## src/rtl/sram_byte_bridge_pkg.sv

```systemverilog
// sram_byte_bridge_pkg: shared state type, lane ids and byte-lane helper for the SRAM byte bridge
package sram_byte_bridge_pkg;
   typedef enum logic [1:0] {IDLE, SETUP, STROBE, ACK} sram_state_t;
   localparam logic LANE_LO = 1'b0;
   localparam logic LANE_HI = 1'b1;
   function automatic logic [7:0] lane_byte(input logic [15:0] w, input logic lane);
      return lane ? w[15:8] : w[7:0];
   endfunction
endpackage

```

## src/rtl/sram_byte_bridge_if.sv

```systemverilog
// sram_byte_bridge_if: arbitrated 16-bit word bus between memory arbiter and SRAM bridge
interface sram_byte_bridge_if;
   logic [18:0] m_addr;
   logic [15:0] m_data_out;
   logic [15:0] m_data_in;
   logic        m_access;
   logic        m_ack;
   logic        m_wr_en;
   logic [1:0]  m_bytesel;
   modport master(output m_addr, m_data_out, m_access, m_wr_en, m_bytesel, input m_data_in, m_ack);
   modport slave(input m_addr, m_data_out, m_access, m_wr_en, m_bytesel, output m_data_in, m_ack);
endinterface

```

## src/rtl/sram_byte_bridge_wait.sv

```systemverilog
// sram_wait_counter: strobe-length down-counter, done while the count sits at zero
module sram_wait_counter #(
   parameter int WAIT_CYCLES = 1
) (
   input  logic clk,
   input  logic reset,
   input  logic i_load,
   output logic o_done
);
   localparam int W = WAIT_CYCLES > 1 ? $clog2(WAIT_CYCLES) : 1;
   logic [W-1:0] r_cnt;
   // load on SETUP so the first STROBE cycle sees WAIT_CYCLES-1, then count down to zero
   always_ff @(posedge clk or posedge reset)
      if (reset) r_cnt <= '0;
      else if (i_load) r_cnt <= W'(WAIT_CYCLES - 1);
      else if (r_cnt != '0) r_cnt <= r_cnt - 1'b1;
   assign o_done = (r_cnt == '0);
endmodule

```

## src/rtl/sram_byte_bridge.sv

```systemverilog
// sram_byte_bridge: runs 16-bit word requests as one or two byte cycles on an async 8-bit SRAM
module sram_byte_bridge
   import sram_byte_bridge_pkg::*;
#(
   parameter int WAIT_CYCLES = 1
) (
   input  logic                  clk,
   input  logic                  reset,
   sram_byte_bridge_if.slave     m,
   output logic [19:0]           o_sram_addr,
   output logic [7:0]            o_sram_dq_o,
   input  logic [7:0]            i_sram_dq_i,
   output logic                  o_sram_dq_oe,
   output logic                  o_sram_ce_n,
   output logic                  o_sram_oe_n,
   output logic                  o_sram_we_n
);
   sram_state_t r_state;
   logic [18:0] r_addr;
   logic [15:0] r_wdata;
   logic [15:0] r_data_in;
   logic [19:0] r_sram_addr;
   logic [7:0]  r_dq_o;
   logic        r_wr, r_sel_hi, r_lane, r_ack, r_dq_oe, r_ce_n, r_oe_n, r_we_n;
   logic        w_done, w_idle, w_accept, w_more, w_start, w_go_lane, w_go_wr;
   logic [18:0] w_go_addr;
   logic [15:0] w_go_data;

   sram_wait_counter #(.WAIT_CYCLES(WAIT_CYCLES)) u_wait (
      .clk    (clk),
      .reset  (reset),
      .i_load (r_state == SETUP),
      .o_done (w_done)
   );

   // a lane cycle starts either from a fresh request or as the high lane following the low one
   assign w_idle    = (r_state == IDLE);
   assign w_accept  = w_idle && m.m_access && !r_ack;
   assign w_more    = (r_state == STROBE) && w_done && (r_lane == LANE_LO) && r_sel_hi;
   assign w_start   = (w_accept && (m.m_bytesel != 2'b00)) || w_more;
   assign w_go_lane = w_idle ? (m.m_bytesel[0] ? LANE_LO : LANE_HI) : LANE_HI;
   assign w_go_wr   = w_idle ? m.m_wr_en : r_wr;
   assign w_go_addr = w_idle ? m.m_addr : r_addr;
   assign w_go_data = w_idle ? m.m_data_out : r_wdata;

   // sequencer; all SRAM pins come straight from registers, the SETUP entry block overrides the case
   always_ff @(posedge clk or posedge reset)
      if (reset) begin
         r_state     <= IDLE;
         r_addr      <= '0;
         r_wdata     <= '0;
         r_wr        <= 1'b0;
         r_sel_hi    <= 1'b0;
         r_lane      <= LANE_LO;
         r_ack       <= 1'b0;
         r_data_in   <= '0;
         r_sram_addr <= '0;
         r_dq_o      <= '0;
         r_dq_oe     <= 1'b0;
         r_ce_n      <= 1'b1;
         r_oe_n      <= 1'b1;
         r_we_n      <= 1'b1;
      end else begin
         r_ack <= 1'b0;
         case (r_state)
            IDLE: if (w_accept) begin
               r_addr   <= m.m_addr;
               r_wdata  <= m.m_data_out;
               r_wr     <= m.m_wr_en;
               r_sel_hi <= m.m_bytesel[1];
               if (!m.m_wr_en) r_data_in <= '0;
               if (m.m_bytesel == 2'b00) begin
                  r_state <= ACK;
                  r_ack   <= 1'b1;
               end
            end
            SETUP: begin
               r_state <= STROBE;
               r_we_n  <= !r_wr;
            end
            STROBE: if (w_done) begin
               r_we_n  <= 1'b1;
               r_oe_n  <= 1'b1;
               if (!r_wr && r_lane) r_data_in[15:8] <= i_sram_dq_i;
               if (!r_wr && !r_lane) r_data_in[7:0] <= i_sram_dq_i;
               r_state <= ACK;
               r_ack   <= 1'b1;
               r_ce_n  <= 1'b1;
            end
            ACK: begin
               r_state <= IDLE;
               r_dq_oe <= 1'b0;
            end
            default: r_state <= IDLE;
         endcase
         if (w_start) begin
            r_state     <= SETUP;
            r_ack       <= 1'b0;
            r_lane      <= w_go_lane;
            r_sram_addr <= {w_go_addr, w_go_lane};
            r_dq_o      <= lane_byte(w_go_data, w_go_lane);
            r_dq_oe     <= w_go_wr;
            r_ce_n      <= 1'b0;
            r_we_n      <= 1'b1;
            r_oe_n      <= w_go_wr;
         end
      end

   assign m.m_ack      = r_ack;
   assign m.m_data_in  = r_data_in;
   assign o_sram_addr  = r_sram_addr;
   assign o_sram_dq_o  = r_dq_o;
   assign o_sram_dq_oe = r_dq_oe;
   assign o_sram_ce_n  = r_ce_n;
   assign o_sram_oe_n  = r_oe_n;
   assign o_sram_we_n  = r_we_n;
endmodule

```

## src/flat_wrapper.sv

```systemverilog
// flat-port wrapper written by rule: the top's interface ports become plain ports
module sram_byte_bridge_flat import sram_byte_bridge_pkg::*;
#(
   parameter int WAIT_CYCLES = 1
)
  (clk, reset, o_sram_addr, o_sram_dq_o, i_sram_dq_i, o_sram_dq_oe, o_sram_ce_n, o_sram_oe_n, o_sram_we_n, m_m_addr, m_m_data_out, m_m_access, m_m_wr_en, m_m_bytesel, m_m_data_in, m_m_ack);
  sram_byte_bridge_if m_i ();
  input  logic clk;
  input  logic reset;
  output logic [19:0] o_sram_addr;
  output logic [7:0] o_sram_dq_o;
  input  logic [7:0] i_sram_dq_i;
  output logic o_sram_dq_oe;
  output logic o_sram_ce_n;
  output logic o_sram_oe_n;
  output logic o_sram_we_n;
  input wire logic [$bits(m_i.m_addr)-1:0] m_m_addr;
  input wire logic [$bits(m_i.m_data_out)-1:0] m_m_data_out;
  input wire logic [$bits(m_i.m_access)-1:0] m_m_access;
  input wire logic [$bits(m_i.m_wr_en)-1:0] m_m_wr_en;
  input wire logic [$bits(m_i.m_bytesel)-1:0] m_m_bytesel;
  output wire logic [$bits(m_i.m_data_in)-1:0] m_m_data_in;
  output wire logic [$bits(m_i.m_ack)-1:0] m_m_ack;
  assign m_i.m_addr = m_m_addr;
  assign m_i.m_data_out = m_m_data_out;
  assign m_i.m_access = m_m_access;
  assign m_i.m_wr_en = m_m_wr_en;
  assign m_i.m_bytesel = m_m_bytesel;
  assign m_m_data_in = m_i.m_data_in;
  assign m_m_ack = m_i.m_ack;
  sram_byte_bridge #(.WAIT_CYCLES(WAIT_CYCLES)) u_core (.clk(clk), .reset(reset), .m(m_i), .o_sram_addr(o_sram_addr), .o_sram_dq_o(o_sram_dq_o), .i_sram_dq_i(i_sram_dq_i), .o_sram_dq_oe(o_sram_dq_oe), .o_sram_ce_n(o_sram_ce_n), .o_sram_oe_n(o_sram_oe_n), .o_sram_we_n(o_sram_we_n));
endmodule
```

## config.mk

```make
export PLATFORM = sky130hd
export DESIGN_NAME = sram_byte_bridge_flat
export DESIGN_NICKNAME = d
export VERILOG_FILES = /design/src/rtl/sram_byte_bridge_pkg.sv /design/src/rtl/sram_byte_bridge_if.sv /design/src/rtl/sram_byte_bridge_wait.sv /design/src/rtl/sram_byte_bridge.sv /design/src/flat_wrapper.sv
export SDC_FILE = /design/constraint.sdc
export NUM_CORES = 1
export LEC_CHECK = 0
export ABC_AREA = 1
export BUFFER_PORTS_ARGS = -buffer_cell sky130_fd_sc_hd__buf_2
export CAP_MARGIN = 20
export CELL_PAD_IN_SITES_DETAIL_PLACEMENT = 0
export CELL_PAD_IN_SITES_GLOBAL_PLACEMENT = 2
export CORE_MARGIN = 5
export CORE_UTILIZATION = 32
export CTS_CLUSTER_SIZE = 40
export DETAILED_ROUTE_END_ITERATION = 6
export GPL_TIMING_DRIVEN = 0
export PLACE_DENSITY_LB_ADDON = 0.1
export SETUP_SLACK_MARGIN = 0.05
export SLEW_MARGIN = 20
export SYNTH_ARGS = -nofsm -noshare
export SYNTH_HDL_FRONTEND = slang
export SYNTH_SLANG_ARGS = --single-unit
```

## constraint.sdc

```tcl
create_clock -name clk -period 4.7 [get_ports clk]
set_input_delay 0.705 -clock clk [delete_from_list [all_inputs] [get_ports clk]]
set_output_delay 0.705 -clock clk [all_outputs]
set_load 0.005 [all_outputs]
```

==> results of run 1 <==
==> registers in the layout, indices dropped and copies added, names as in the netlist <==
register,flops
u_core.o_sram_addr,20
u_core.r_addr,19
u_core.m.m_data_in,16
u_core.o_sram_dq_o,8
u_core.r_wdata,8
u_core.r_state,2
u_core.m.m_ack,1
u_core.o_sram_ce_n,1
u_core.o_sram_dq_oe,1
u_core.o_sram_oe_n,1
u_core.o_sram_we_n,1
u_core.r_sel_hi,1
u_core.r_wr,1
==> metal layers <==
| layer | wire [um] | share of wire [%] | vias to the layer above | global-route usage [%] |
|---|---|---|---|---|
| met1 | 5121 | 48 | 1532 | 21.62 |
| li1 | - | - | 1691 | - |
| met2 | 4910 | 46 | 74 | 24.72 |
| met3 | 553 | 5.1 | 10 | 3.440 |
| met4 | 184 | 1.7 | 0 | 6.442 |
| met5 | 0 | 0 | - | 0 |
==> cells in the mapped netlist, drive strengths merged <==
library cell  count  area (sq um)
nand2           202         770.7
or2               1         6.260
dfrtp            77          1927
nor2              9         48.80
inv              41         153.9
nand3            50         250.2
a21oi             1         8.760
o21ai            44         291.5
mux2i             1         10.01
clkbuf            7         26.28
dfstp             3         78.83
ha                4         50.05
buf              20         151.4
nand4            10         62.56
==> through the flow <==
| step | worst slack, ns | area, sq um | power (mW) | hold slack [ns] |
|---|---|---|---|---|
| after floorplan | 1.948 | 3836 | 2.011 | 0.4419 |
| after global placement | 0.7200 | 4506 | 2.470 | 0.4485 |
| after detailed placement | 2.785 | 4528 | 2.495 | 0.4547 |
| after CTS | 2.778 | 4813 | 3.195 | 0.4364 |
| after global routing | 2.636 | 4813 | 3.424 | 0.4715 |
| final | 2.829 | 4813 | 3.125 | 0.4183 |
==> how the worst max path moves through the flow <==
stage	startpoint	end	cells after the start
after global placement	reset	u_core.o_sram_addr[13]$_DFFE_PP0P_	2
after global routing	u_core.r_state[0]$_DFFE_PP0P_	u_core.m.m_data_in[13]$_DFFE_PP0P_	8
after CTS	u_core.r_state[0]$_DFFE_PP0P_	u_core.m.m_data_in[14]$_DFFE_PP0P_	8
after detailed placement	u_core.r_state[0]$_DFFE_PP0P_	u_core.m.m_data_in[14]$_DFFE_PP0P_	8
final	u_core.r_state[0]$_DFFE_PP0P_	u_core.m.m_data_in[14]$_DFFE_PP0P_	8
after floorplan	reset	u_core.m.m_ack$_DFF_PP0_	1
==> where the power goes <==
group          internal [mW]  total (mW)  leakage (nW)  switching, mW
logic                  0.515        1.26          1.59          0.750
clock network          0.399       0.679         0.145          0.281
registers               1.01        1.18          1.02          0.171
total                   1.92        3.13          2.75           1.20
==> area by class of cell <==
type / instances / area, sq um / area share [%]
multi-input combinational: 322 / 1499 / 31.14
sequential: 80 / 2006 / 41.67
inverter: 41 / 156.4 / 3.249
buffer: 27 / 177.7 / 3.691
timing repair buffer: 98 / 505.5 / 10.50
clock buffer: 13 / 270.3 / 5.615
tap: 147 / 183.9 / 3.821
clock inverter: 3 / 15.01 / 0.3119
==> cell families after synthesis <==
logic type,share of synthesized area (%)
compound gates,7.828
fa+ha+maj,1.305
buf+inv,8.643
flops,52.28
mux,0.2609
simple gates,29.68
==> worst reg2reg max path, delay by kind of cell (launching register included) <==
family,cells,cell delay (ns)
adder cells (fa/ha/maj),1,0.27
buffers and inverters,2,0.24
flip-flops,1,0.39
AND/OR/NAND/NOR,5,0.87
==> key figures, run 1 <==
Timing
  • Slew of the pin with the lowest slew margin: approximately 0.6 ns
  • Crit share post-route: 39.80%
  • Min Tclk post-route: 1.871 ns
  • Final hold viol count: 0
  • Max Freq: around 0.53 GHz
  • RSZ-0062 raised after global routing: false
  • Worst slew margin: roughly three fifths
  • # setup viols final: 0
  • Slew Viols, Final: 0
  • Setup tns final: 0 ns
  • Clk_skew: 0.005075 ns

Global routing
  • Global-route wire length before repair: 17.76 mm
  • Global route overflow: 0
  • Vias in the first global route: 3364
  • Gr usage total: 15.91%
  • Initial antenna violation count: 0
  • Largest net degree at the start of global routing: 43

Setup path
  • Critical path peak fanout: 9
  • CP top delay family: simple AND/OR/NAND/NOR gates
  • CP max stage cell: dfrtp_1
  • R2R depth: 8
  • Crit path arrival time: between 2 and 2.5 ns
  • Data required time of the worst path: about 5 ns
  • Crit end category: flip-flop
  • Critical path type: reg -> reg
  • Crit-path cells: inv_1, ha_1, inv_1, nand2_1, nand2_1, nand3_1, nand2_1, nand2_1
  • End of the worst register-to-register path: u_core.m.m_data_in[14]$_DFFE_PP0P_
  • Worst flop-to-flop path startpoint: u_core.r_state[0]$_DFFE_PP0P_
  • CP Buf/Inv Count: 2
  • Crit-path most repeated cell: nand2_1
  • CP Launch Type: flip-flop
  • Slowest stage delay, CP: 0.39 ns
  • Worst R2R Setup Slack: 2.83 ns

Power and ir drop
  • Pleak: ~2.8 nW
  • VDD IR max: 0.1846 mV
  • PwrDens: 649.3 nW/um^2

Final layout
  • Share of cells above drive strength 1: 28.77%
  • Layout Cells excl Fill: 731
  • Commonest non-fill, non-tap cells in the layout: 197 x nand2_1, 107 x buf_2, 77 x dfrtp_1
  • Final cell utilization of the core: between 40% and 50%
  • Most common cell after layout, fill and taps aside: nand2_1
  • Final #Nets: 632
  • Layout area overhead: 25.47%
  • Diode count: 0
  • Fillers: around 1300

Place
  • Placed cells: 715
  • GP Congestion: about 0.76
  • HPWL Detailed: 7.660 mm
  • Port buffer count: 97

Clocking
  • CTS clock-pin slew for the worst setup and hold paths: ~0.06 ns
  • Post-cts sizing count: 0
  • Clk_lat worst skew: about 0.34 ns
  • CTS tree: yes
  • Num CTS Buffers: 9
  • Hold_buf cts: 0
  • Clock Tree Buf Depth: 2
  • Clk sink count: 80
  • H-tree levels: 3
  • Root buffer cell: clkbuf_16
  • Post-CTS Setup Bufs: 0

Detailed routing
  • Via density: 4.524
  • Via Count: 3307
  • DRC: 0
  • Routed WL per cell: 14.73 um
  • Final ANT Viol Nets: 0
  • Drt total wl: 10.77 mm
  • Pre-Repair DR Iteration Count: 4
  • Initial DRC Count: approximately 160

Floorplan
  • Die footprint: 14280 sq um
  • I/O pin total: a little under 100
  • Die Y-Extent: roughly 120 um
  • Area of the core: 11860 sq um
  • Die width: roughly 120 um
  • Row cnt: 40
  • Initial Util: 32.34%

Logic synthesis
  • Mapped Cells: 470
  • Sequential fraction of the synthesis area: 52.28%
  • Post-synthesis sequential element count: 80
  • Ys Warns: 0
  • Synth Net Count: 523
  • Syn_area_per_cell: 8.162 sq um
  • Synthesized area: 3836 sq um
  • Synth cell types: 21

Outcome
  • Status: finished, final reports clean

Job
  • Max cap viols: 0

Worst hold path
  • Hold WC Path Type: in -> async
Note: power is estimated with default switching activity, not from simulation.
==> run 2: changes to the inputs <==
--- a/config.mk
+++ b/config.mk
@@ -5,13 +5,13 @@
 export SDC_FILE = /design/constraint.sdc
 export NUM_CORES = 1
 export LEC_CHECK = 0
-export ABC_AREA = 1
+export ABC_AREA = 0
 export BUFFER_PORTS_ARGS = -buffer_cell sky130_fd_sc_hd__buf_2
 export CAP_MARGIN = 20
 export CELL_PAD_IN_SITES_DETAIL_PLACEMENT = 0
 export CELL_PAD_IN_SITES_GLOBAL_PLACEMENT = 2
 export CORE_MARGIN = 5
-export CORE_UTILIZATION = 32
+export CORE_UTILIZATION = 30
 export CTS_CLUSTER_SIZE = 40
 export DETAILED_ROUTE_END_ITERATION = 6
 export GPL_TIMING_DRIVEN = 0
==> constraint.sdc (replaced) <==
create_clock -name clk -period 1.5 [get_ports clk]
set_input_delay 0.225 -clock clk [delete_from_list [all_inputs] [get_ports clk]]
set_output_delay 0.225 -clock clk [all_outputs]
set_load 0.005 [all_outputs]
==> run 2 against run 1 <==
- the flow now finishes with violations (negative setup slack)
- worst setup slack worse by 3.0 ns
- routed wire length is 3.4% lower
- synthesized cell count is 31% lower
- sequential share of layout area is 5.3 points lower
- non-clock buffer count is 22 higher
- global-route usage is 0.93 points lower
- final cell count is 16% lower
- first-iteration DRC count is 37% lower
- area after synthesis is 4.3% lower
- via count is 12% lower
- fmax is 9.4% higher
- total power grew to 3.6 times the previous value
==> key figures, run 2 <==
Outcome
  • Status: finished, violations left
  • Violated checks: negative setup slack

Logic synthesis
  • Post-synthesis sequential element count: 80
  • Most frequent cell after synthesis: nand2_1
  • Synth Net Count: 379
  • Top post-synthesis cells by count: 88 x nand2_1, 77 x dfrtp_1, 30 x mux2_2, 16 x mux2_1, 16 x nor2_1
  • Share of the synthesized area in the top cell type: a little over half
  • Syn_area_per_cell: 11.26 sq um
  • Ys Warns: 0
  • Synth cell types: 33
  • Async SR Flop Fraction: between 90% and 100%
  • Mapped Cells: 326
  • Synthesized area: 3672 sq um
  • Leading area contributor after synthesis: dfrtp_1
  • Sequential fraction of the synthesis area: 54.62%
  • EDFF count, synth: 0
  • Synth top area cells: dfrtp_1 52%, mux2_2 9.2%, nand2_1 9.0%
  • Top FF cell, synth: dfrtp_1

Place
  • GP Congestion: 0.7034
  • Port buffer count: 97
  • DP Worst Slack: -0.3617 ns
  • HPWL Detailed: 6.969 mm
  • Placed cells: 573

Global routing
  • Vias in the first global route: 3104
  • Largest net degree at the start of global routing: 28
  • Gr usage total: 14.98%
  • Initial antenna violation count: 0
  • Global-route wire length before repair: roughly 17 mm
  • Global route overflow: 0

Final layout
  • Layout Cells excl Fill: 615
  • Diode count: 0
  • Share of cells above drive strength 1: a little under three fifths
  • Fillers: roughly 1200
  • Final #Nets: 516
  • Max reg flops: 20
  • Reg area: ~2000 sq um
  • Most common cell after layout, fill and taps aside: buf_2
  • Area occupied by multi-input gates: 1847 sq um
  • Layout area overhead: 50.15%
  • Commonest non-fill, non-tap cells in the layout: 99 x buf_2, 77 x dfrtp_1, 57 x nand2_1

Timing
  • Slew Viols, Final: 0
  • RSZ-0062 raised after global routing: true
  • Post-route worst setup slack: -0.2099 ns
  • Crit share post-route: 114.0%
  • # setup viols final: 67
  • Worst slew margin: 66.12%
  • Min Tclk post-route: 1.710 ns
  • Max Freq: about 0.58 GHz
  • Clk_skew: 0.006954 ns
  • Slew of the pin with the lowest slew margin: 0.5071 ns
  • Final hold viol count: 0

Worst hold path
  • Hold WC Path Type: in -> reg

Setup path
  • CP Launch Type: flip-flop
  • End of the worst register-to-register path: u_core.o_sram_addr[10]$_DFFE_PP0P_
  • CP endpoint: u_core.o_sram_addr[10]$_DFFE_PP0P_
  • Critical path peak fanout: 6
  • Worst R2R Setup Slack: -0.21 ns
  • Data required time of the worst path: 1.73 ns
  • Critical Path Start: u_core.r_state[1]$_DFFE_PP0P_
  • Crit end category: flip-flop
  • Worst flop-to-flop path startpoint: u_core.r_state[1]$_DFFE_PP0P_
  • R2R depth: 7
  • Crit path arrival time: slightly below 2 ns
  • Critical path type: reg -> reg

Clocking
  • Clock Tree Buf Depth: 2
  • H-tree levels: 3
  • Clk_lat worst skew: 0.35 ns
  • Clk sink count: 80
  • Root buffer cell: clkbuf_16
  • Num CTS Buffers: 9
  • CTS clock-pin slew for the worst setup and hold paths: 0.06 ns
  • CTS tree: yes

Power and ir drop
  • VDD IR max: 0.9421 mV
  • PwrDens: 2047 nW/um^2
  • Power Total: 11.29 mW
  • Pleak: ~2.8 nW

Detailed routing
  • Via density: 4.707
  • Final ANT Viol Nets: 0
  • Routed WL per cell: approximately 17 um
  • Via Count: 2895
  • Initial DRC Count: 102
  • Drt total wl: 10.41 mm
  • Pre-Repair DR Iteration Count: 4
  • DRC: 0

Floorplan
  • Initial Util: between 30% and 40%
  • Die footprint: 14550 sq um
  • Row cnt: 40
  • I/O pin total: 98
  • Die width: ~120 um
  • Area of the core: 12010 sq um
  • Die Y-Extent: around 120 um

Job
  • Max cap viols: 0
[run 2: cell count changes after synthesis, moves of 5 or more]
cell,before,now
o21ai_2,19,1
a22o_1,0,15
nor2_1,5,16
nand2_1,197,88
mux2_2,0,30
mux2_1,0,16
inv_1,40,3
mux2i_1,1,11
nand3_1,50,4
a21oi_1,0,10
nand4_1,10,0
o21ai_0,25,4
nand2_2,5,0
[run 2: power breakdown]
group | switching, mW | total [mW] | internal, mW
registers | 0.544 | 3.68 | 3.14
logic | 2.18 | 5.20 | 3.01
clock network | 0.902 | 2.40 | 1.50
[run 2: how the worst min path moves through the flow]
stage | from | endpoint | slack (ns) | cells after the start
after global routing | m_m_addr[9] | u_core.r_addr[9]$_DFFE_PP0P_ | 0.08 | 3
after global placement | m_m_addr[11] | u_core.r_addr[11]$_DFFE_PP0P_ | 0.43 | 3
after detailed placement | reset | u_core.o_sram_addr[11]$_DFFE_PP0P_ | 0.29 | 2
after floorplan | m_m_addr[0] | u_core.r_addr[0]$_DFFE_PP0P_ | 0.33 | 2
after CTS | m_m_addr[5] | u_core.r_addr[5]$_DFFE_PP0P_ | 0.07 | 3
final | m_m_addr[8] | u_core.r_addr[8]$_DFFE_PP0P_ | 0.09 | 3
[run 2: per-stage QoR]
stage | hold WS, ns | setup TNS (ns) | util (%) | instance area [sq um]
2_1_floorplan | 0.3304 | -4.123 | - | 3702
3_3_place_gp | 0.4300 | -45.13 | 36.40 | 4372
3_5_place_dp | 0.2880 | -18.67 | 37.02 | 4447
4_1_cts | 0.06948 | -10.30 | 44.77 | 5378
5_1_grt | 0.07771 | -11.60 | 45.91 | 5514
6_report | 0.08727 | -8.075 | 45.91 | 5514
[run 2: cells by family (layout without fill, tap and decap cells)]
group / Yosys count / in the layout / share of synthesized area [%]
simple gates: 123 / 123 / 14.51
flops: 80 / 80 / 54.62
compound gates: 38 / 38 / 8.416
buf+inv: 24 / 166 / 3.986
mux: 57 / 57 / 17.10
fa+ha+maj: 4 / 4 / 1.363
[run 2: what timing repair did]
item	in CTS	in global routing
endpoints found under the setup margin	77	80
pin swaps	44	7
hold buffers	1	0
gates resized for setup	93	42
setup buffers	20	4
gates cloned	4	1
endpoints found under the hold margin	16	0
[run 2: final cells by class]
class / count / share of cell area [%]
Clock buffer: 11 / 4.402
Sequential cell: 80 / 36.37
Timing Repair Buffer: 129 / 16.81
Tap cell: 147 / 3.336
Multi-Input combinational cell: 222 / 33.49
Buffer: 18 / 3.857
Inverter: 3 / 0.2723
Clock inverter: 5 / 1.452
[run 2: per-layer routing]
metal,up-vias,part of all wire (%),GRT usage (%)
met5,-,0,0
met1,1454,45,18.71
met4,0,1.2,4.037
met2,56,48,24.35
met3,9,5.7,5.659
li1,1376,-,-
[run 2: worst max-delay path, stage by stage (launching register included)]
cell,delay [ns]
dfrtp_1,0.41
inv_2,0.09
ha_4,0.18
nand3b_4,0.10
o21ai_4,0.21
buf_12,0.17
buf_12,0.13
mux2_4,0.30
==> run 3: changes to the inputs <==
--- a/config.mk
+++ b/config.mk
@@ -16,6 +16,7 @@
 export DETAILED_ROUTE_END_ITERATION = 6
 export GPL_TIMING_DRIVEN = 0
 export PLACE_DENSITY_LB_ADDON = 0.1
+export RECOVER_POWER = 100
 export SETUP_SLACK_MARGIN = 0.05
 export SLEW_MARGIN = 20
 export SYNTH_ARGS = -nofsm -noshare
==> run 3 against run 2 <==
- the run still ends with negative setup slack left
- final cell count stayed put
- critical path depth unchanged
- flip-flop and latch count unchanged
- non-clock buffer count stayed put
- combinational power decreased by 2%
- final area shrank 1.0%
- routed wire length is essentially flat
- via count shrank 0.10%
- hold slack better by 0.00068 ns
- die area stayed put
- count of clock-buffer cells in the layout did not move
- first-iteration DRC count increased by 4.9%
- critical endpoint unchanged
- largest power group unchanged
- highest routed layer unchanged
==> key figures, run 3 (same netlist as run 2, synthesis figures left out) <==
Outcome
  • Status: finished, violations left
  • Violated checks: negative setup slack

Detailed routing
  • Drt total wl: about 10 mm
  • Final ANT Viol Nets: 0
  • Pre-Repair DR Iteration Count: 4
  • Routed WL per cell: 16.91 um
  • Via density: 4.702
  • Via Count: approximately 2900
  • DRC: 0
  • Initial DRC Count: between 100 and 150

Global routing
  • Initial antenna violation count: 0
  • Global-route wire length before repair: 16.70 mm
  • Largest net degree at the start of global routing: 28
  • Vias in the first global route: 3104
  • Gr usage total: between 10 and 15%
  • Global route overflow: 0

Setup path
  • Slowest stage delay, CP: 0.41 ns
  • Crit-path most repeated cell: buf_12
  • Data required time of the worst path: 1.72 ns
  • Critical path type: reg -> reg
  • Crit end category: flip-flop
  • Worst flop-to-flop path startpoint: u_core.r_state[1]$_DFFE_PP0P_
  • Worst path depth: 7
  • Critical path peak fanout: 6
  • CP Launch Type: flip-flop
  • CP Buf/Inv Count: 3
  • CP top delay family: flip-flops
  • Critical Path Start: u_core.r_state[1]$_DFFE_PP0P_
  • R2R depth: 7
  • Crit-path cells: inv_2, ha_4, nand3b_4, o21ai_4, buf_12, buf_12, mux2_4
  • Crit path arrival time: 1.93 ns
  • CP max stage cell: dfrtp_1

Clocking
  • CTS tree: yes
  • Num CTS Buffers: 9
  • Clock Tree Buf Depth: 2
  • Clk_lat worst skew: roughly 0.34 ns
  • CTS clock-pin slew for the worst setup and hold paths: 0.06 ns
  • Root buffer cell: clkbuf_16
  • Clk sink count: 80
  • H-tree levels: 3

Worst hold path
  • Hold WC Path Type: in -> reg
  • Hold Path Origin: m_m_addr[8]
  • Worst Hold Path Cells: 3

Floorplan
  • Area of the core: 12010 sq um
  • Die footprint: between 10000 and 15000 sq um
  • Row cnt: 40
  • Die width: 120.6 um
  • I/O pin total: 98
  • Initial Util: ~31%
  • Die Y-Extent: about 120 um

Final layout
  • Diode count: 0
  • Final #Nets: 516
  • Design area: approximately 5500 sq um
  • Fillers: about 1200
  • Layout area overhead: 48.65%
  • Max reg flops: 20
  • Share of cells above drive strength 1: 50.43%
  • Final cell utilization of the core: between 40% and 50%
  • Commonest non-fill, non-tap cells in the layout: 77 x dfrtp_1, 76 x buf_2, 57 x nand2_1
  • Most common cell after layout, fill and taps aside: dfrtp_1

Power and ir drop
  • PwrDens: 2054 nW/um^2
  • VDD IR max: roughly 0.94 mV
  • Pleak: ~2.7 nW

Timing
  • RSZ-0062 raised after global routing: true
  • Slew of the pin with the lowest slew margin: 0.9102 ns
  • Worst slew margin: between 30% and 40%
  • Setup tns final: -7.924 ns
  • Slew Viols, Final: 0
  • # setup viols final: 67
  • Clk_skew: 0.006618 ns
  • Post-route worst setup slack: -0.2081 ns
  • Min Tclk post-route: around 1.7 ns
  • Crit share post-route: 113.9%
  • Final hold viol count: 0
  • Max Freq: 0.5855 GHz
  • Hold WS: just under 0.09 ns

Place
  • Placed Area: about 4400 sq um
  • HPWL Detailed: 6.969 mm
  • Port buffer count: 97
  • GP Congestion: 0.7034
  • DP Worst Slack: -0.3617 ns

Job
  • Max cap viols: 0
==> run 3: repair_timing <==
action | 4_1_cts | 5_1_grt
buffers inserted | 20 | 4
cloned | 4 | 1
endpoints found under the hold margin | 16 | 0
pin swaps | 44 | 7
endpoints found under the setup margin | 77 | 80
hold buffers | 1 | 0
gates resized for setup | 93 | 42
==> run 3: tightest hold or removal path, cell delays in order <==
cell and delay, ns:
buf_2 0.09, nand2_2 0.04, nand2_1 0.04
==> run 3: layer usage <==
metal | global-route usage (%) | routed length [um]
met4 | 4.037 | 120
met5 | 0 | 0
met2 | 24.35 | 5020
met3 | 5.659 | 577
met1 | 18.71 | 4681
==> run 3: final cells by class <==
type,instances,area [sq um],share of cell area (%)
sequential,80,2006,36.74
multi-input combinational,222,1847,33.83
timing repair buffer,129,874.6,16.02
clock buffer,11,242.7,4.446
buffer,18,212.7,3.896
tap,147,183.9,3.369
clock inverter,5,80.08,1.467
inverter,3,12.51,0.2292
==> run 3: final timing paths <==
kind	to	slack, ns
hold / removal	u_core.r_addr[8]$_DFFE_PP0P_	0.09
setup reg to reg	u_core.o_sram_addr[10]$_DFFE_PP0P_	-0.21
setup / recovery	u_core.o_sram_addr[10]$_DFFE_PP0P_	-0.21
hold reg to reg	u_core.r_addr[13]$_DFFE_PP0P_	0.47
max in group asynchronous	u_core.o_sram_dq_o[6]$_DFFE_PP0P_	0.09
min in group asynchronous	u_core.o_sram_addr[11]$_DFFE_PP0P_	0.56
==> run 3: stage by stage <==
step,power (mW),instances
CTS,11.05,614
detailed placement,7.356,573
global route,12.01,615
global placement,7.275,570
floorplan,5.996,326
finish,11.21,615
==> run 3: power breakdown <==
part | internal [mW] | total [mW] | switching, mW
sequential | 3.14 | 3.69 | 0.555
clock | 1.50 | 2.40 | 0.898
combinational | 2.94 | 5.12 | 2.19
